File: src/rtl/uart_imem_loader_if.sv
// Boot-loader port bundle: UART receive strobe in, four byte-lane SRAM macro pins
// and loader status out. master = loader side, slave = UART/macro/mux side.
interface uart_imem_loader_if #(
  parameter int AW = 9
);
  logic [7:0]    rx_data;
  logic          rx_valid;
  logic          cen  [0:3];
  logic          gwen [0:3];
  logic [7:0]    wen  [0:3];
  logic [AW-1:0] a    [0:3];
  logic [7:0]    d    [0:3];
  logic          busy;
  logic          done;
  logic          error;
  logic          core_rst;

  modport master (
    input  rx_data, rx_valid,
    output cen, gwen, wen, a, d, busy, done, error, core_rst
  );

  modport slave (
    output rx_data, rx_valid,
    input  cen, gwen, wen, a, d, busy, done, error, core_rst
  );
endinterface

File: src/rtl/uart_imem_loader.sv
// UART boot loader: assembles little-endian words and writes them into four byte-lane
// SRAM macros. Define UART_IMEM_LOADER_CHECKSUM_EN to require a trailing 8-bit sum byte.
//
// state  | meaning
// IDLE   | discarding bytes until magic 0xA5
// LEN_LO | expecting word count low byte
// LEN_HI | expecting word count high byte, then range check
// DATA   | collecting the 4 bytes of a word
// WRITE  | one-cycle macro write of the assembled word
// CHECK  | expecting checksum byte (checksum build only)
// DONE   | image loaded, core released (terminal)
// ERROR  | protocol/length/timeout failure (terminal)
module uart_imem_loader #(
  parameter int DEPTH          = 512,
  parameter int AW             = 9,
  parameter int TIMEOUT_CYCLES = 1000000
) (
  input logic                clk,
  input logic                rst,
  uart_imem_loader_if.master bus
);
  localparam int TW = $clog2(TIMEOUT_CYCLES) + 1;
  // Down-counter hits zero on the cycle that the idle count reaches TIMEOUT_CYCLES-1.
  localparam logic [TW-1:0] TMR_LOAD = TW'(TIMEOUT_CYCLES - 2);

  typedef enum logic [2:0] {
    IDLE, LEN_LO, LEN_HI, DATA, WRITE,
`ifdef UART_IMEM_LOADER_CHECKSUM_EN
    CHECK,
`endif
    DONE, ERROR
  } state_t;

`ifdef UART_IMEM_LOADER_CHECKSUM_EN
  localparam state_t FIN_STATE = CHECK;
`else
  localparam state_t FIN_STATE = DONE;
`endif

  state_t        state, next_state;
  logic [TW-1:0] tmr;
  logic [7:0]    len_lo;
  logic [15:0]   len;
  logic [AW-1:0] word_addr;
  logic [16:0]   wcnt;
  logic [1:0]    idx;
  logic [7:0]    wbuf [0:3];
`ifdef UART_IMEM_LOADER_CHECKSUM_EN
  logic [7:0]    sum;
`endif

  logic [15:0] len_rx;
  logic        counting;
  logic        tmo;
  logic        last_word;
  logic        busy_next;

  always_comb begin
    len_rx     = {bus.rx_data, len_lo};
    counting   = (state == LEN_LO) || (state == LEN_HI) || (state == DATA);
    busy_next  = (next_state == LEN_LO) || (next_state == LEN_HI) ||
                 (next_state == DATA) || (next_state == WRITE);
`ifdef UART_IMEM_LOADER_CHECKSUM_EN
    if (state == CHECK) counting = 1'b1;
    if (next_state == CHECK) busy_next = 1'b1;
`endif
    tmo        = counting && !bus.rx_valid && (tmr == '0);
    last_word  = (wcnt + 17'd1) == {1'b0, len};
  end

  always_comb begin
    next_state = state;
    case (state)
      IDLE: begin
        if (bus.rx_valid && bus.rx_data == 8'hA5) next_state = LEN_LO;
      end
      LEN_LO: begin
        if (bus.rx_valid) next_state = LEN_HI;
        else if (tmo)     next_state = ERROR;
      end
      LEN_HI: begin
        if (bus.rx_valid) begin
          if ({1'b0, len_rx} > 17'(DEPTH)) next_state = ERROR;
          else if (len_rx == 16'd0)        next_state = FIN_STATE;
          else                             next_state = DATA;
        end else if (tmo) begin
          next_state = ERROR;
        end
      end
      DATA: begin
        if (bus.rx_valid) begin
          if (idx == 2'd3) next_state = WRITE;
        end else if (tmo) begin
          next_state = ERROR;
        end
      end
      WRITE: begin
        next_state = last_word ? FIN_STATE : DATA;
      end
`ifdef UART_IMEM_LOADER_CHECKSUM_EN
      CHECK: begin
        if (bus.rx_valid) next_state = (bus.rx_data == sum) ? DONE : ERROR;
        else if (tmo)     next_state = ERROR;
      end
`endif
      default: next_state = state;
    endcase
  end

  always_ff @(posedge clk) begin
    if (rst) begin
      state     <= IDLE;
      tmr       <= '0;
      len_lo    <= '0;
      len       <= '0;
      word_addr <= '0;
      wcnt      <= '0;
      idx       <= '0;
`ifdef UART_IMEM_LOADER_CHECKSUM_EN
      sum       <= '0;
`endif
      for (int i = 0; i < 4; i++) begin
        wbuf[i]     <= '0;
        bus.cen[i]  <= 1'b1;
        bus.gwen[i] <= 1'b1;
        bus.wen[i]  <= 8'hFF;
        bus.a[i]    <= '0;
        bus.d[i]    <= '0;
      end
      bus.busy     <= 1'b0;
      bus.done     <= 1'b0;
      bus.error    <= 1'b0;
      bus.core_rst <= 1'b1;
    end else begin
      state <= next_state;

      if (bus.rx_valid)              tmr <= TMR_LOAD;
      else if (counting && tmr != '0) tmr <= tmr - TW'(1);

      case (state)
        LEN_LO: begin
          if (bus.rx_valid) len_lo <= bus.rx_data;
        end
        LEN_HI: begin
          if (bus.rx_valid) begin
            len       <= len_rx;
            word_addr <= '0;
            wcnt      <= '0;
            idx       <= '0;
`ifdef UART_IMEM_LOADER_CHECKSUM_EN
            sum       <= '0;
`endif
          end
        end
        DATA: begin
          if (bus.rx_valid) begin
            wbuf[idx] <= bus.rx_data;
            idx       <= idx + 2'd1;
`ifdef UART_IMEM_LOADER_CHECKSUM_EN
            sum       <= sum + bus.rx_data;
`endif
          end
        end
        WRITE: begin
          word_addr <= word_addr + AW'(1);
          wcnt      <= wcnt + 17'd1;
          // A byte landing on the write cycle starts the next word; after the last word it is dropped.
          if (bus.rx_valid && next_state == DATA) begin
            wbuf[0] <= bus.rx_data;
            idx     <= 2'd1;
`ifdef UART_IMEM_LOADER_CHECKSUM_EN
            sum     <= sum + bus.rx_data;
`endif
          end
        end
        default: ;
      endcase

      for (int i = 0; i < 4; i++) begin
        if (next_state == WRITE) begin
          bus.cen[i]  <= 1'b0;
          bus.gwen[i] <= 1'b0;
          bus.wen[i]  <= 8'h00;
          bus.a[i]    <= word_addr;
          bus.d[i]    <= (i == 3) ? bus.rx_data : wbuf[i];
        end else begin
          bus.cen[i]  <= 1'b1;
          bus.gwen[i] <= 1'b1;
          bus.wen[i]  <= 8'hFF;
          bus.a[i]    <= '0;
          bus.d[i]    <= '0;
        end
      end

      bus.busy     <= busy_next;
      bus.done     <= (next_state == DONE);
      bus.error    <= (next_state == ERROR);
      bus.core_rst <= (next_state != DONE);
    end
  end
endmodule

File: src/flat_wrapper.sv
// flat-port wrapper written by rule: the top's interface ports become plain ports
module uart_imem_loader_flat 
#(
  parameter int DEPTH          = 512,
  parameter int AW             = 9,
  parameter int TIMEOUT_CYCLES = 1000000
)
  (clk, rst, bus_rx_data, bus_rx_valid, bus_cen, bus_gwen, bus_wen, bus_a, bus_d, bus_busy, bus_done, bus_error, bus_core_rst);
  uart_imem_loader_if #(.AW(AW)) bus_i ();
  input logic clk;
  input logic rst;
  input wire logic [$bits(bus_i.rx_data)-1:0] bus_rx_data;
  input wire logic [$bits(bus_i.rx_valid)-1:0] bus_rx_valid;
  output wire logic [$bits(bus_i.cen)-1:0] bus_cen;
  output wire logic [$bits(bus_i.gwen)-1:0] bus_gwen;
  output wire logic [$bits(bus_i.wen)-1:0] bus_wen;
  output wire logic [$bits(bus_i.a)-1:0] bus_a;
  output wire logic [$bits(bus_i.d)-1:0] bus_d;
  output wire logic [$bits(bus_i.busy)-1:0] bus_busy;
  output wire logic [$bits(bus_i.done)-1:0] bus_done;
  output wire logic [$bits(bus_i.error)-1:0] bus_error;
  output wire logic [$bits(bus_i.core_rst)-1:0] bus_core_rst;
  assign bus_i.rx_data = bus_rx_data;
  assign bus_i.rx_valid = bus_rx_valid;
  assign bus_cen = {>>{bus_i.cen}};
  assign bus_gwen = {>>{bus_i.gwen}};
  assign bus_wen = {>>{bus_i.wen}};
  assign bus_a = {>>{bus_i.a}};
  assign bus_d = {>>{bus_i.d}};
  assign bus_busy = bus_i.busy;
  assign bus_done = bus_i.done;
  assign bus_error = bus_i.error;
  assign bus_core_rst = bus_i.core_rst;
  uart_imem_loader #(.DEPTH(DEPTH), .AW(AW), .TIMEOUT_CYCLES(TIMEOUT_CYCLES)) u_core (.clk(clk), .rst(rst), .bus(bus_i));
endmodule
File: config.mk
export PLATFORM = sky130hd
export DESIGN_NAME = uart_imem_loader_flat
export DESIGN_NICKNAME = d
export VERILOG_FILES = /design/src/rtl/uart_imem_loader_if.sv /design/src/rtl/uart_imem_loader.sv /design/src/flat_wrapper.sv
export SDC_FILE = /design/constraint.sdc
export NUM_CORES = 1
export LEC_CHECK = 0
export ABC_AREA = 1
export CAP_MARGIN = 10
export CORE_ASPECT_RATIO = 1.1
export CORE_MARGIN = 1.5
export CORE_UTILIZATION = 35
export CTS_CLUSTER_DIAMETER = 100
export DETAILED_ROUTE_END_ITERATION = 12
export GPL_TIMING_DRIVEN = 0
export PLACE_DENSITY_LB_ADDON = 0.3
export SETUP_SLACK_MARGIN = 0.3
export SLEW_MARGIN = 5
export SYNTH_ARGS = -nofsm -noshare
export SYNTH_HDL_FRONTEND = slang
export SYNTH_SLANG_ARGS = --single-unit
File: constraint.sdc
create_clock -name clk -period 3.8 [get_ports clk]
set_input_delay 0.76 -clock clk [delete_from_list [all_inputs] [get_ports clk]]
set_output_delay 0.76 -clock clk [all_outputs]
set_load 0.02 [all_outputs]
==> results of run 1 <==
-- worst max path at each step --
stage / slack (ns) / endpoint / from
floorplan: 1.35 / u_core.wbuf[1][0] / u_core.wcnt[0]
global placement: 0.49 / u_core.wbuf[2][2] / bus_rx_data[6]
detailed placement: 0.47 / u_core.wbuf[2][1] / bus_rx_data[6]
CTS: 0.60 / bus_gwen[2] / u_core.bus.wen[30]
global route: 0.48 / u_core.wbuf[2][7] / u_core.wcnt[0]
finish: 0.80 / u_core.wbuf[2][7] / u_core.wcnt[0]
-- kinds of logic after synthesis --
| logic type | share of synthesized area [%] |
|---|---|
| xor+xnor | 2.60 |
| simple gates | 27.6 |
| compound gates | 9.51 |
| buf+inv | 15.3 |
| flops | 44.1 |
| fa+ha+maj | 0.873 |
-- per-layer routing --
layer	up-vias	GRT usage, %	part of all wire (%)
met4	0	7.19	2.6
met3	36	3.51	6.8
li1	3131	-	-
met2	180	26.5	47
met1	2580	18.9	44
met5	-	0	0
-- final cells by class --
type | instances | area share [%]
Multi-Input combinational cell | 547 | 31.5
Sequential cell | 146 | 34.3
Clock inverter | 15 | 1.34
Buffer | 93 | 7.15
Inverter | 117 | 4.75
Tap cell | 252 | 3.41
Timing Repair Buffer | 120 | 13.0
Clock buffer | 17 | 4.61
-- state kept, by name (all words and copies together) (netlist names), 2 cells and up --
signal            cells
u_core.tmr           21
bus_d                24
u_core.idx            2
u_core.bus.d          8
u_core.len           16
u_core.wbuf          24
u_core.len_lo         8
u_core.bus.a          9
u_core.word_addr      9
u_core.wcnt          17
u_core.state          3
-- cells in the final DEF, fill, tap and decap left out, types with 16 or more instances in the layout --
| master | instances |
|---|---|
| nand2_1 | 158 |
| dfxtp_1 | 121 |
| clkdlybuf4s50_1 | 120 |
| inv_1 | 116 |
| nor2_1 | 104 |
| buf_4 | 66 |
| a21oi_1 | 64 |
| nand3_1 | 45 |
| o21ai_0 | 44 |
| nor3_2 | 40 |
| edfxtp_1 | 24 |
| clkbuf_16 | 17 |
| clkbuf_1 | 16 |
-- through the flow --
step | worst slack [ns] | utilization (%) | hold WS (ns) | instances | total power [mW]
after floorplan | 1.35 | - | 0.422 | 903 | 1.70
after global placement | 0.493 | 43.6 | 0.433 | 1275 | 1.74
after detailed placement | 0.474 | 43.6 | 0.447 | 1275 | 1.74
after CTS | 0.604 | 46.3 | 0.456 | 1307 | 3.28
after global routing | 0.478 | 46.3 | 0.490 | 1307 | 3.36
final | 0.796 | 46.3 | 0.450 | 1307 | 3.25
-- where the power goes --
part	leakage (nW)	switching [mW]	internal, mW
logic	2.20	0.0784	0.0334
registers	1.23	0.0101	1.59
clock network	0.273	0.688	0.852
==> reports/summary.md, run 1 <==
Measured in cells, the most critical reg-to-reg path has a length of 13. Power spread over the standard cell area amounts to 352 mW/mm^2. The synthesized netlist cell count was 903; the via count normalized by instance count was 4.53. The clock latency at the later pin of the worst-skew pair is 0.43 ns, and the I/O pin count is 123.

The largest single stage delay on the critical path is 0.42 ns. The area of the die was 0.0214 mm^2. The synthesized netlist occupies a cell area of 0.00717 mm^2. The most used flip-flop cell after synthesis is dfxtp_1. The average routed wire per standard cell works out to 12.4 um. In this run the worst path has a maximum fanout of 9. The total number of nets in the final design came out at 1058. The chip width works out to 139 um. The number of pins with negative max-slew slack in the final report was 0.

The cell with the biggest individual delay on the critical path was dfxtp_1. The clock passes through at most 2 buffers. Setup violations remaining at the end of the flow were counted as 0. CTS built an H-tree with a depth of 4. The signal on the critical path passes through ha_1 > nand2_1 > nor2_1 > nand2_2 > nor2_1 > nor2_1 > nor2_1 > nand4_1 > nor2_2 > nand3_2 > nand4_1 > nand3_2 > nand2_1.

Number of buffers and inverters on the critical path: 0. The start point of the worst min-delay path was u_core.tmr[20]. In this run the number of cells on the critical path is 13. TritonCTS built the clock tree.

The final-layout fill cell count is 1963. In this run the critical register-to-register path is captured at u_core.wbuf[2][7]. Clock transition at the registers of the reported paths: 0.07 ns. The row count was 54; the post-placement cell area was 0.00869 mm^2. Post-CTS repair changed the size of 0 cells. After routing the design area is 0.00924 mm^2.

At the pin with the least slew margin, the transition time is 0.754 ns. The logs give 0 for the antenna cell count and 3.90 ns for the data required time of the worst path. Timing would allow up to 333 MHz. For this configuration, the core starts out at a cell density of 36.0%. After synthesis, the most frequently instantiated cells are nand2_1 (158), dfxtp_1 (122), inv_1 (116). The count of buffers from port buffering was 120. The top cell type's share of synthesized area is 34.1%, and the number of sinks handled by clock tree synthesis is 146. STA classifies the critical path startpoint as a register. The warning count from the yosys run came out at 0.

The via total after detailed routing came out at 5927. Counting flops with an async set or reset pin after synthesis yields a share of 0%. Global routing consumed, over all layers together, 15.6% of the routing resources. The hold violation count in the final report was 0; the synthesized netlist net count was 919. For the final database, setup skew stands at 0.0110 ns. Cell at the root of the clock tree: clkbuf_16. The startpoint identified for the worst register-to-register timing path is u_core.wcnt[0].

The number of enable-type register cells in the synthesized netlist is 24. Headroom to the max-slew limit came out at 49.7%. The pre-antenna-repair detailed-routing pass consisted of 11 iterations.

The cell count of the worst hold path is 1, and the total global routing overflow is 0. For the number of buffers added by the clock tree synthesis step, the log shows 17. The multi-input combinational cells in the finished layout cover a total of 0.00291 mm^2. The run gives 0 as the initial antenna violation count. The total area inside the core boundary comes to 0.0199 mm^2. In this design, the critical path's most frequently occurring cell is nor2_1. The number of setup buffers added after CTS is 0.

The first global-routing pass estimated 26600 um of wire. The register-to-register path setup slack came out at 0.80 ns. The run gives 298 uV as the peak supply drop. Setup repair after global routing left no endpoint under its margin.

The checks that failed: design-rule violations. The mean cell area of the mapped netlist was 7.94 um^2. The category of the critical setup timing path was register to register. The worst setup path is captured at a register. The congestion estimate from routability-driven global placement came to 0.879. At the worst endpoint, the arrival time is 3.10 ns. Class of the most critical hold timing path: register to register.

The run finished, with violations left. Compared with the post-synthesis result, the final layout area differs by 28.8%. Of the cells placed in the final design, the portion with a size suffix greater than 1 is 16.3%.

Detailed placement finished with a half-perimeter wire length of 12300 um. The final-layout setup total negative slack was 0 ns; the largest net degree at the start of global routing was 41. The number of different library cells used by synthesis comes to 44. The total of flip-flops plus latches after synthesis is 146.

In this run the static leakage power is 3.70 nW. The count of maximum capacitance violations was 0; the via count of the first global-routing pass was 5422. Broken down by cell family, the worst path's largest delay share belongs to simple AND/OR/NAND/NOR gates.

dfxtp_1 takes more of the synthesized area than any other cell. The smallest clock period supported by the final layout is computed as 3.00 ns. Dividing the final minimum period by the clock period gives 79.0%. Buffers inserted to repair hold after CTS numbered 0. Starting DRC count in detailed routing: 327. The tools report the residual DRC count as 21.

The footprint of the flip-flops and latches was 0.00316 mm^2; the number of nets with antenna violations after routing was 0. The vertical extent of the die was 153 um. The run gives 44.1% as the post-synthesis sequential area ratio. The worst-case hold path end point is u_core.tmr[20]. Sorting the synthesized cells by area gives the leading types as dfxtp_1 (34%), edfxtp_1 (10%), nand2_1 (8.3%). The cell with the most instances after synthesis is nand2_1. The routed design has 16200 um of wire.
No activity file was read; power rests on OpenSTA's default activity.
==> run 2, diff against run 1 <==
- clock period: 3.8 -> 2.7 ns (I/O delays scaled with it)
==> run 2 against run 1 <==
Compared with the run above:
- the flow still finishes with violations (design-rule violations)
- via count rose by 2.0%
- register-to-register slack got worse by 0.52 ns
- global-route usage rose by 0.49 points
- critical path depth fell by 2
- wire length rose by 4.2%
- hold slack improved by 0.0042 ns
==> reports/summary.md, run 2 (synthesized netlist as in run 1, its figures left out) <==
The class of the most critical hold timing path was register to register. The die covers 0.0214 mm^2. Measured along the x axis, the die boundary spans 139 um. In this run the number of H-tree levels came out at 4. In the layout the commonest cells are nand2_1 (150), clkdlybuf4s50_1 (119), inv_1 (114).

Clock latency at the later pin of the worst-skew pair: 0.43 ns. The largest net degree at the start of global routing came out at 41. Wires add up to 16800 um.

The tree is rooted in a clkbuf_16. The run gives 47.4% as the headroom to the max-slew limit. The run finished, with violations left.

After clock tree synthesis, the clock-pin slew on the worst setup and hold paths is 0.06 ns. For the worst setup path, the data arrival time is 2.61 ns. The total global routing overflow was 0.

TritonCTS built the clock tree. The residual DRC count is 22. The largest stage delay on the critical path was 0.50 ns.

The fmax came out at 411 MHz. Port buffering added 120 buffers. In this run, the number of DRC markers left after iteration 0 of detailed routing was 370. Final core utilization: 48.6%. The logs give 146 for the number of sinks handled by clock tree synthesis and 0 for the hold buffer count at cts. The logs give 0.0121 ns for the clock skew after layout and 0.00319 mm^2 for the footprint of the flip-flops and latches.

For the hold violation count in the final report, the log shows 0. After layout, the minimum clock period comes to 2.43 ns. Routability-driven placement finished with a final weighted congestion of 0.892. Number of buffers and inverters on the critical path: 4.

The logs give 36.0% for the effective utilization at floorplan and 4.74 mW for the total design power. The via count of the first global-routing pass was 5530; the number of nets with antenna violations after routing was 0. Most frequent standard cell in the layout excluding fill and tap cells: nand2_1. The run gives 0 as the total setup violations reported at the end of the flow.

Setup repair after global routing could not meet its margin everywhere. The via count normalized by instance count works out to 4.56. The tools report the final-layout fill cell count as 1936. STA classifies the critical path endpoint as a register. The initial antenna violation count is 0, and the number of buffers added by the clock tree synthesis step is 17.

Post-synthesis to final-layout area growth: 35.1%. The logs give 0 for the number of pins with negative max-slew slack in the final report and 2 for the maximum clock insertion buffer count. Leaving out filler cells and counting taps, the final layout contains 1325. Summing all placed instances gives a cell area of 0.00869 mm^2. The static leakage was 3.85 nW. Across the run, the number of max-cap violations was 0. By startpoint and endpoint, the worst setup path is classified as primary input to register. After routing, the total negative slack on setup checks comes to 0 ns. The signal on the critical path passes through clkdlybuf4s50_1 > inv_1 > nand2_1 > a21oi_2 > a21oi_1 > o21ai_2 > nand4_1 > buf_4 > nand3_4 > buf_6 > nor2_1. Largest delay contributor family on the critical path: buffers and inverters.

At the pin with the least slew margin, the transition time is 0.789 ns. The average routed wire per standard cell is 12.7 um. The first global-routing pass estimated 27500 um of wire. The highest fanout seen on the critical path was 6; the layout cell share with drive strength beyond 1 was 21.1%. STA puts the critical path data required time at 2.88 ns.

Power per unit of standard cell area: 490 mW/mm^2. The logs give 1076 for the total number of nets in the final design and 0.0199 mm^2 for the placeable core region. Final HPWL from detailed placement: 12300 um. Dividing the final minimum period by the clock period gives 90.0%.

The slowest stage of the critical path is the clkdlybuf4s50_1 cell. The pre-antenna-repair detailed-routing pass consisted of 10 iterations. From bottom edge to top edge, the die measures 153 um.

Once layout is done, the placed cells without fillers occupy 0.00968 mm^2. Detailed routing inserted a total of 6044 vias. STA classifies the critical path startpoint as a primary input.

0 antenna diodes ended up in the layout. Pin placement for this block handled 123 I/O pins. The overall routing resource usage came out at 16.1%. The final reports fail on design-rule violations. Summing all multi-input logic gate instances after layout gives 0.00311 mm^2.

The number of placed instances, taps included, is 1275. The row count is 54, and the peak supply drop is 383 uV.
[run 2: changes by cell type in the layout (fill, tap and decap cells not counted), sizes merged]
cell	delta
bufinv	+1
clkdlybuf4s50	-1
buf	+17
clkinv	-3
dlymetal6s2s	+1
inv	-2
clkbuf	+5
[run 2: path summary, 6_finish.rpt]
kind	start	endpoint	slack [ns]	depth (start not counted)
setup / recovery	bus_rx_data[2]	u_core.wbuf[2][4]	0.27	11
hold / removal	u_core.tmr[20]	u_core.tmr[20]	0.45	1
setup reg to reg	u_core.wcnt[1]	u_core.wbuf[1][0]	0.28	16
hold reg to reg	u_core.tmr[20]	u_core.tmr[20]	0.45	1
[run 2: layer usage]
layer	global-route usage (%)	routed length, um	vias to the layer above
li1	-	-	3172
met1	19.8	7330	2657
met2	27.0	8030	188
met3	3.45	1050	27
met4	7.55	422	0
met5	0	0	-
[run 2: where the power goes]
part           total (mW)  switching [mW]  internal [mW]  leakage (nW)
sequential           2.25          0.0145           2.23          1.24
combinational       0.165           0.115         0.0499          2.32
clock                2.33           0.946           1.39         0.291
[run 2: stage by stage]
step / worst slack, ns / hold slack, ns
after global routing: 0.0901 / 0.499
after CTS: 0.260 / 0.454
after detailed placement: -0.303 / 0.444
final: 0.269 / 0.455
after global placement: -0.290 / 0.432
after floorplan: 0.326 / 0.422
[run 2: repair_timing]
action,in CTS,in global routing
endpoints found under the setup margin,137,118
setup buffers,13,4
pin swaps,7,7
gates cloned,0,1
resized for setup,30,36
[run 2: cell type report]
| type | instances | share of cell area [%] |
|---|---|---|
| plain buffers | 93 | 6.91 |
| clock buffers | 21 | 4.97 |
| clock inverters | 11 | 1.18 |
| inverters | 117 | 4.53 |
| multi-input cells | 547 | 32.1 |
| flip-flops and latches | 146 | 32.9 |
| well taps | 252 | 3.26 |
| repair buffers | 138 | 14.1 |
